==> src/rtl/lcd_rx_monitor.sv <==
// -----------------------------------------------------------------------------
// lcd_rx_monitor
//
// Receive-side checker for a parallel RGB565 LCD interface. It watches
// HSYNC/VSYNC/DEN/RGB exactly as the video output drives them and, for each
// frame, measures line and frame timing, counts active pixels and lines and
// sums the pixel words. The results are compared against the expected timing.
// Runs on the pixel clock, either in a loopback bench or as an on-chip tap.
//
// Ports
//   lcd_clk_i     pixel clock, all logic on the rising edge
//   rst_n_i       asynchronous active-low reset (release is synchronous)
//   lcd_hsync_i   horizontal sync, asserted level given by SYNC_POL
//   lcd_vsync_i   vertical sync, asserted level given by SYNC_POL
//   lcd_den_i     data enable, 1 = valid pixel
//   lcd_r/g/b_i   RGB565 pixel components
//   err_clr_i     level, clears err_o in any cycle that sets no new error
//   frame_done_o  one-cycle pulse; the result outputs change in this cycle
//   h_active_o    DEN count of the last active line of the last frame
//   v_active_o    lines with a nonzero DEN count in the last frame
//   h_total_o     clocks in the last complete line of the last frame
//   v_total_o     hsync edges in the last frame
//   csum_o        wrapping 16-bit sum of the {r,g,b} words of the last frame
//   err_o         sticky mismatch flags: [0] h_active [1] v_active
//                 [2] h_total [3] v_total
//   locked_o      the last completed frame had no mismatch
// -----------------------------------------------------------------------------
module lcd_rx_monitor #(
   parameter int H_ACTIVE = 480,
   parameter int V_ACTIVE = 272,
   parameter int H_TOTAL  = 525,
   parameter int V_TOTAL  = 288,
   parameter bit SYNC_POL = 1'b0
) (
   input  logic        lcd_clk_i,
   input  logic        rst_n_i,
   input  logic        lcd_hsync_i,
   input  logic        lcd_vsync_i,
   input  logic        lcd_den_i,
   input  logic [4:0]  lcd_r_i,
   input  logic [5:0]  lcd_g_i,
   input  logic [4:0]  lcd_b_i,
   input  logic        err_clr_i,
   output logic        frame_done_o,
   output logic [10:0] h_active_o,
   output logic [9:0]  v_active_o,
   output logic [10:0] h_total_o,
   output logic [9:0]  v_total_o,
   output logic [15:0] csum_o,
   output logic [3:0]  err_o,
   output logic        locked_o
);

   localparam logic [10:0] EXP_H_ACT = 11'(H_ACTIVE);
   localparam logic [9:0]  EXP_V_ACT = 10'(V_ACTIVE);
   localparam logic [10:0] EXP_H_TOT = 11'(H_TOTAL);
   localparam logic [9:0]  EXP_V_TOT = 10'(V_TOTAL);

   typedef enum logic {
      SEARCH = 1'b0,
      FRAME  = 1'b1
   } state_t;

   state_t      state;

   // Input stage; syncs are normalised so that 1 always means asserted.
   logic        hs_s, vs_s, den_s;
   logic [15:0] pix_s;
   logic        hs_d, vs_d;

   logic        line_start, frame_start;

   // Per-frame accumulators
   logic [10:0] pix_cnt, den_cnt, h_act_meas;
   logic [9:0]  line_cnt, act_lines;
   logic [15:0] csum_acc;

   // Saturating increments and values seen when the current line closes
   logic [10:0] pix_inc, den_inc, close_h_act;
   logic [9:0]  line_inc, act_inc, close_v_act;
   logic [3:0]  mism, err_set;

   always_ff @(posedge lcd_clk_i or negedge rst_n_i) begin
      if (!rst_n_i) begin
         hs_s  <= 1'b0;
         vs_s  <= 1'b0;
         den_s <= 1'b0;
         pix_s <= '0;
         hs_d  <= 1'b0;
         vs_d  <= 1'b0;
      end else begin
         // NOTE: non-blocking, so hs_d/vs_d take the pre-edge hs_s/vs_s and
         // the two stages stay one clock apart regardless of statement order.
         hs_s  <= lcd_hsync_i ^ ~SYNC_POL;
         vs_s  <= lcd_vsync_i ^ ~SYNC_POL;
         den_s <= lcd_den_i;
         pix_s <= {lcd_r_i, lcd_g_i, lcd_b_i};
         hs_d  <= hs_s;
         vs_d  <= vs_s;
      end
   end

   assign line_start  = hs_s & ~hs_d;
   assign frame_start = vs_s & ~vs_d;

   assign pix_inc  = (&pix_cnt)   ? pix_cnt   : pix_cnt   + 11'd1;
   assign den_inc  = (&den_cnt)   ? den_cnt   : den_cnt   + 11'd1;
   assign line_inc = (&line_cnt)  ? line_cnt  : line_cnt  + 10'd1;
   assign act_inc  = (&act_lines) ? act_lines : act_lines + 10'd1;

   always_comb begin
      // NOTE: defaults come first so no path leaves a signal unassigned,
      // which would otherwise infer a latch.
      close_h_act = h_act_meas;
      close_v_act = act_lines;
      mism        = '0;
      err_set     = '0;
      if (den_cnt != '0) begin
         close_h_act = den_cnt;
         close_v_act = act_inc;
      end
      // A frame without any pixel data leaves close_h_act at 0, which is
      // reported as an h_active mismatch.
      mism[0] = (close_h_act != EXP_H_ACT);
      mism[1] = (close_v_act != EXP_V_ACT);
      mism[2] = (pix_inc     != EXP_H_TOT);
      mism[3] = (line_cnt    != EXP_V_TOT);
      if (state == FRAME && frame_start) begin
         err_set = mism;
      end
   end

   always_ff @(posedge lcd_clk_i or negedge rst_n_i) begin
      if (!rst_n_i) begin
         state        <= SEARCH;
         pix_cnt      <= '0;
         den_cnt      <= '0;
         line_cnt     <= '0;
         act_lines    <= '0;
         csum_acc     <= '0;
         h_act_meas   <= '0;
         frame_done_o <= 1'b0;
         h_active_o   <= '0;
         v_active_o   <= '0;
         h_total_o    <= '0;
         v_total_o    <= '0;
         csum_o       <= '0;
         locked_o     <= 1'b0;
      end else begin
         frame_done_o <= 1'b0;
         case (state)
            SEARCH: begin
               // The frame already in progress is partial: start counting at
               // its first vsync edge and report nothing for it.
               if (frame_start) begin
                  state      <= FRAME;
                  pix_cnt    <= '0;
                  den_cnt    <= '0;
                  line_cnt   <= line_start ? 10'd1 : 10'd0;
                  act_lines  <= '0;
                  csum_acc   <= '0;
                  h_act_meas <= '0;
               end
            end

            FRAME: begin
               pix_cnt <= pix_inc;
               if (den_s) begin
                  den_cnt  <= den_inc;
                  csum_acc <= csum_acc + pix_s;
               end

               // A frame start always closes the line in progress.
               if (line_start || frame_start) begin
                  pix_cnt  <= '0;
                  den_cnt  <= '0;
                  line_cnt <= line_inc;
                  if (den_cnt != '0) begin
                     act_lines  <= act_inc;
                     h_act_meas <= den_cnt;
                  end
               end

               if (frame_start) begin
                  frame_done_o <= 1'b1;
                  h_active_o   <= close_h_act;
                  v_active_o   <= close_v_act;
                  // The closing line is the last complete line of the frame,
                  // and its edge cycle counts, hence pix_inc.
                  h_total_o    <= pix_inc;
                  v_total_o    <= line_cnt;
                  csum_o       <= csum_acc;
                  locked_o     <= (mism == '0);
                  // A coincident hsync edge is line 1 of the new frame.
                  line_cnt     <= line_start ? 10'd1 : 10'd0;
                  act_lines    <= '0;
                  csum_acc     <= '0;
                  h_act_meas   <= '0;
               end
            end

            default: state <= SEARCH;
         endcase
      end
   end

   // Sticky error flags. err_clr_i is sampled directly so that a clear and a
   // frame close in the same clock resolve here, with the new error winning.
   always_ff @(posedge lcd_clk_i or negedge rst_n_i) begin
      if (!rst_n_i) begin
         err_o <= '0;
      end else begin
         err_o <= (err_o & ~{4{err_clr_i}}) | err_set;
      end
   end

endmodule

==> config.mk <==
export PLATFORM = sky130hd
export DESIGN_NAME = lcd_rx_monitor
export DESIGN_NICKNAME = d
export VERILOG_FILES = /design/src/rtl/lcd_rx_monitor.sv
export SDC_FILE = /design/constraint.sdc
export NUM_CORES = 1
export LEC_CHECK = 0
export ABC_AREA = 1
export ABC_CLOCK_PERIOD_IN_PS = 4000
export CAP_MARGIN = 0
export CORE_MARGIN = 5
export CORE_UTILIZATION = 40
export CTS_BUF_LIST = sky130_fd_sc_hd__clkbuf_4
export DETAILED_ROUTE_END_ITERATION = 16
export GPL_ROUTABILITY_DRIVEN = 0
export PLACE_DENSITY_LB_ADDON = 0.15
export SETUP_SLACK_MARGIN = 0.4
export SYNTH_ARGS = -nofsm -noshare
export SYNTH_HDL_FRONTEND = slang
export SYNTH_SLANG_ARGS = --single-unit
==> constraint.sdc <==
create_clock -name lcd_clk_i -period 4 [get_ports lcd_clk_i]
set_input_delay 0.4 -clock lcd_clk_i [delete_from_list [all_inputs] [get_ports lcd_clk_i]]
set_output_delay 0.4 -clock lcd_clk_i [all_outputs]
set_load 0.02 [all_outputs]
Word-level counts from Yosys, hierarchy flattened. Cells that the tools add are included.

Output and inout bits: 64. Word-level logic and storage cells: 91. Register bits after elaboration: 155.

Bitwise gates (word level): 10. Eq/ne operators: 10. Muxes and demuxes: 32. Add/subtract/negate cells: 5. Reductions and logical operators: 13.

Operator list (number): 11-bit 2-to-1 mux (9); 10-bit 2-to-1 mux (9); 11-bit one-hot mux with 2 select lines (3); 16-bit 2-to-1 mux (3); 10-bit one-hot mux with 2 select lines (2); 16-bit one-hot mux with 2 select lines (1); 11-bit by 1-bit adder with 11-bit output (second input constant) (2); 11-bit AND reduction (2); 10-bit by 1-bit adder with 10-bit output (second input constant) (2); 10-bit by 9-bit != test with 1-bit output (second input constant) (2); 10-bit AND reduction (2); 16-bit adder (1); 11-bit by 10-bit != test with 1-bit output (second input constant) (1); 11-bit by 9-bit != test with 1-bit output (second input constant) (1); 11-bit nonzero test (1); 3-bit by 1-bit != test with 1-bit output (second input constant) (3); 2-bit AND reduction (3); 3-bit AND reduction (2); 1-bit NOT (5); 4-bit bitwise AND (1); 4-bit zero test (1); 1-bit 2-to-1 mux (4); 4-bit 2-to-1 mux (1); 4-bit NOT (1); 7 further kinds (8).

Logic depth before layout (Yosys ltp).
Word-level depth: 6. Gate-level depth with buffers: 13.

Worst setup path before layout. Ideal clock, no wire load.

Kind: register to register. Start: register csum_acc[0]. End: register csum_acc[14]. Required time: 3.881 ns. Path slack: 2.097 ns. Cell stages (with the launch flop): 14. Library setup time: 0.119 ns. Arrival: 1.784 ns. Path through: dfrtp_1 ha_1 inv_1 fa_1 inv_1 nand3_1 nand2_1 nand2_1 a31oi_1 nand4_1 nand2_1 nand2_1 nand3_1 nand2_1.

Word-level cells in the longest chain between the ends: 4.

RTL lines: start: declaration (line 76) `logic [15:0] csum_acc;`; start signal: assignment (line 170) `csum_acc <= csum_acc + pix_s;`; 16-bit adder (line 170); 16-bit 2-to-1 mux (line 168) `if (den_s) begin`; 16-bit 2-to-1 mux (line 184) `if (frame_start) begin`; 16-bit one-hot mux with 2 select lines (line 151) `case (state)`.

No other way between the ends. The select of a mux whose other input is x is not followed. A chain may end at the register's enable or synchronous reset.

Worst setup path after layout.
Start: register vs_d. End: register line_cnt[3].

Word-level cells in the longest chain between the ends: 5. Elaborated cells on any way between the ends: 9.

RTL lines: start: declaration (line 69) `logic hs_d, vs_d;`; start signal: assignment (line 99) `vs_d <= vs_s;`; 1-bit NOT (*) (line 104) `assign frame_start = vs_s & ~vs_d;`; 1-bit bitwise AND (*) (line 104); 1-bit logical OR (line 174) `if (line_start || frame_start) begin`; 3-bit by 1-bit != test with 1-bit output (no source line); 3-bit AND reduction (no source line); end signal: assignment (line 159) `line_cnt <= line_start ? 10'd1 : 10'd0;`; end signal: assignment (line 177) `line_cnt <= line_inc;`; end signal: assignment (line 195) `line_cnt <= line_start ? 10'd1 : 10'd0;`; end: declaration (line 75) `logic [9:0] line_cnt, act_lines;`.

Every way passes the cells marked *; elsewhere a longest branch is shown, timed or not.

==> flow_summary.ini <==
[synth]
ys.warnings.count = 0
post_synth_main_area_contributors = dfrtp_1 51%, nand2_1 13%, o21ai_0 5.4%
netlist.top_cell.by_area = dfrtp_1
yosys.area.top_type_share_pct = 51.47
mappedNetlistNets = 965
post_synthesis_register_bit_count = 155
post_synthesis_cell_area_mm2 = 0.007536
synth-main-ff-cell = dfrtp_1
ys_types = 46
post_synthesis_instance_total = 920
avg_inst_size_synth_um2 = 8.191
synth_edf_count = 0
async_reset_ff_share_pct = 100.0
synth_seq_area_share_pct = 51.47

[critical_path]
regToRegSetupSlack_ns = 1.35
critical_path_rt_ns = 4.43
worst_r2r_startpoint = vs_d
cp_slowest_stage_delay_ns = 0.46
timing.critical_path.arrival_ns = 3.08
largest_fanout_of_any_net_on_the_critical_path = 19
startpoint = vs_d
timing.setup.critical_path_class = reg2reg
crit_buf_inv = 3
critPathSlowestCell = inv_2
worst_path_dominant_cell_family = buffers and inverters
worstReg2RegEnd = line_cnt[3]
worst-r2r-cell-count = 9
kind_of_end_point_of_the_critical_path = register
critical_path.cell_chain = nor2_4 -> nor2_1 -> inv_1 -> nand2_1 -> inv_2 -> o21ai_2 -> inv_2 -> nand2_1 -> and3_1
setup.worst_path.start_class = register

[drt]
wl_per_cell_um = 14.20
final_antenna_net_count = 0
detailroute.via_count = 6178
via_per_inst = 4.935
detailedRoute.firstIterationViolations = 395
first_pass_iters = 5
detail_route.drc_violations = 0
route.final.wire_length_mm = 17.78

[grt]
grt_start_max_net_pins = 98
initial_antenna_violation_count = 1
gr-total-overflow = 0
grt_pass1_vias = 6003
grt_pass1_wl_mm = 30.28
grt_usage_pct = 17.05

[cells_and_area]
register_area_mm2 = 0.003879
finish.net_count = 1049
multi_input_area_mm2 = 0.003131
final_cell_count_no_fill = 1252
fillerInstances = 1857
drive_gt1_share_pct = 5.605
mostFrequentLayoutCells = 262 x nand2_1, 155 x dfrtp_1, 106 x inv_1
most_frequent_standard_cell_in_the_layout_excluding_fill_and_tap_cells = nand2_1
flow.area_growth_from_synthesis_pct = 18.36
finished_layout_cell_area_mm2 = 0.008920

[sta]
fin_setup_tns_ns = 0
final.min_clock_period_ns = 2.652
clock.fmax_mhz = 377.1
number_of_setup_violations_in_the_final_report = 0
worst_clock_skew_ns = 0.02360
slew_viol_final = 0
tightest_slew_ns = 1.016
relSlewSlack_pct = 32.14
worst_hold_slack_ns = 0.2825
unrepaired_setup_endpoints_after_global_routing = no
hold_viol_final = 0
fin_crit_sh_pct = 66.29

[clock_network]
tritoncts.num_buffers = 17
cts-root-buf = clkbuf_4
cts_resized = 0
clk_transition_reported_paths_ns = 0.13
clock-sinks = 155
cts_tree = built
clk-insertion-delay-late_ns = 0.54
cts_max_level = 4
clock_path_buffers = 2

[status]
status = completed

[power]
power_density_mw_per_mm2 = 486.3
share_clk_of_total_power_pct = 23.0
internal-power_uw = 2787
switching_fraction_pct = 35.74
leakagePower_uw = 0.004153
total_switching_power_uw = 1550
seqPwrFrac_pct = 45.5
power_frac_comb_pct = 31.5
vdd_ir_drop_max_mv = 0.2464

[job]
maxCapViolations = 0

[hold_path]
holdCritPathClass = in2reg
timing.hold.worst.start = lcd_r_i[2]
timing.hold.worst_endpoint = pix_s[13]
timing.hold.worst_path_depth = 1

[die]
placeableCoreArea_mm2 = 0.01864
die_outline_area_mm2 = 0.02169
boundaryPins = 86
initial_core_util_pct = 40.42
chipHeight_um = 147.3
rows = 50
die_x_um = 147.3

[place]
place.detailed.hpwl_mm = 12.78
placement.cell_area_mm2 = 0.008610
placed_cells = 1218
io_buffers = 85
cell families after synthesis:
| group | share of synthesized area [%] |
|---|---|
| compound gates | 11.84 |
| xor+xnor | 0.8136 |
| fa+ha+maj | 3.918 |
| buf+inv | 7.023 |
| flops | 51.47 |
| mux | 0.1328 |
| simple gates | 24.80 |
metal layers:
layer  vias to the layer above  track usage (%)  share of wire (%)
li1                       3156                -                  -
met1                      2924            24.47                 50
met2                        90            26.45                 45
met3                         8            3.886                3.3
met4                         0            3.961               0.92
met5                         -                0                  0
worst max path at each step:
| stage | endpoint | slack [ns] | cells past startpoint |
|---|---|---|---|
| 3_5_place_dp | den_cnt[9] | 1.36 | 9 |
| 2_1_floorplan | csum_acc[14] | 2.10 | 13 |
| 5_1_grt | den_cnt[9] | 1.01 | 9 |
| 3_3_place_gp | line_cnt[3] | 1.44 | 9 |
| 4_1_cts | den_cnt[9] | 1.29 | 9 |
| 6_report | line_cnt[3] | 1.35 | 9 |
registers in the layout, summed over array words and instances (netlist names), 4 cells and up:
signal	cells
act_lines	10
csum_acc	16
csum_o	16
den_cnt	11
err_o	4
h_act_meas	11
h_active_o	11
h_total_o	11
line_cnt	10
pix_cnt	11
pix_s	16
v_active_o	10
v_total_o	10
what timing repair did:
action	CTS	global route
hold buffers	1	0
setup endpoints to repair	0	0
buffers inserted	0	0
endpoints found under the hold margin	96	0
metrics by stage:
stage / utilization (%) / total power (uW) / worst slack, ns
6_report: 47.85 / 4338 / 1.348
2_1_floorplan: - / 2877 / 2.097
4_1_cts: 47.83 / 4398 / 1.288
3_5_place_dp: 46.18 / 3380 / 1.356
5_1_grt: 47.85 / 4671 / 1.011
3_3_place_gp: 46.18 / 3367 / 1.436
final cells by class:
type                            count  area share (%)
Clock inverter                     12           1.655
Inverter                          112           4.713
Sequential cell                   155           43.48
Tap cell                          234           3.282
Multi-Input combinational cell    629           35.10
Antenna cell                        1         0.02805
Clock buffer                       20           1.683
Timing Repair Buffer               89           10.06
synthesized netlist by cell type, types with 12 or more instances:
cell	n
nand2_1	262
dfrtp_1	155
inv_1	106
o21ai_0	82
nor2_1	68
nand3_1	56
a21oi_1	31
o22ai_1	26
ha_1	22
clkbuf_1	18
nor3_1	15
nand4_1	12
power groups by stage:
stage / sequential [uW] / clock (uW) / combinational, uW
2_1_floorplan: 2100 / 0 / 778
3_3_place_gp: 2000 / 0 / 1360
3_5_place_dp: 2000 / 0 / 1380
4_1_cts: 1980 / 1040 / 1380
5_1_grt: 2010 / 1100 / 1560
6_report: 1970 / 999 / 1370
Power figures use the tool's default switching activity.
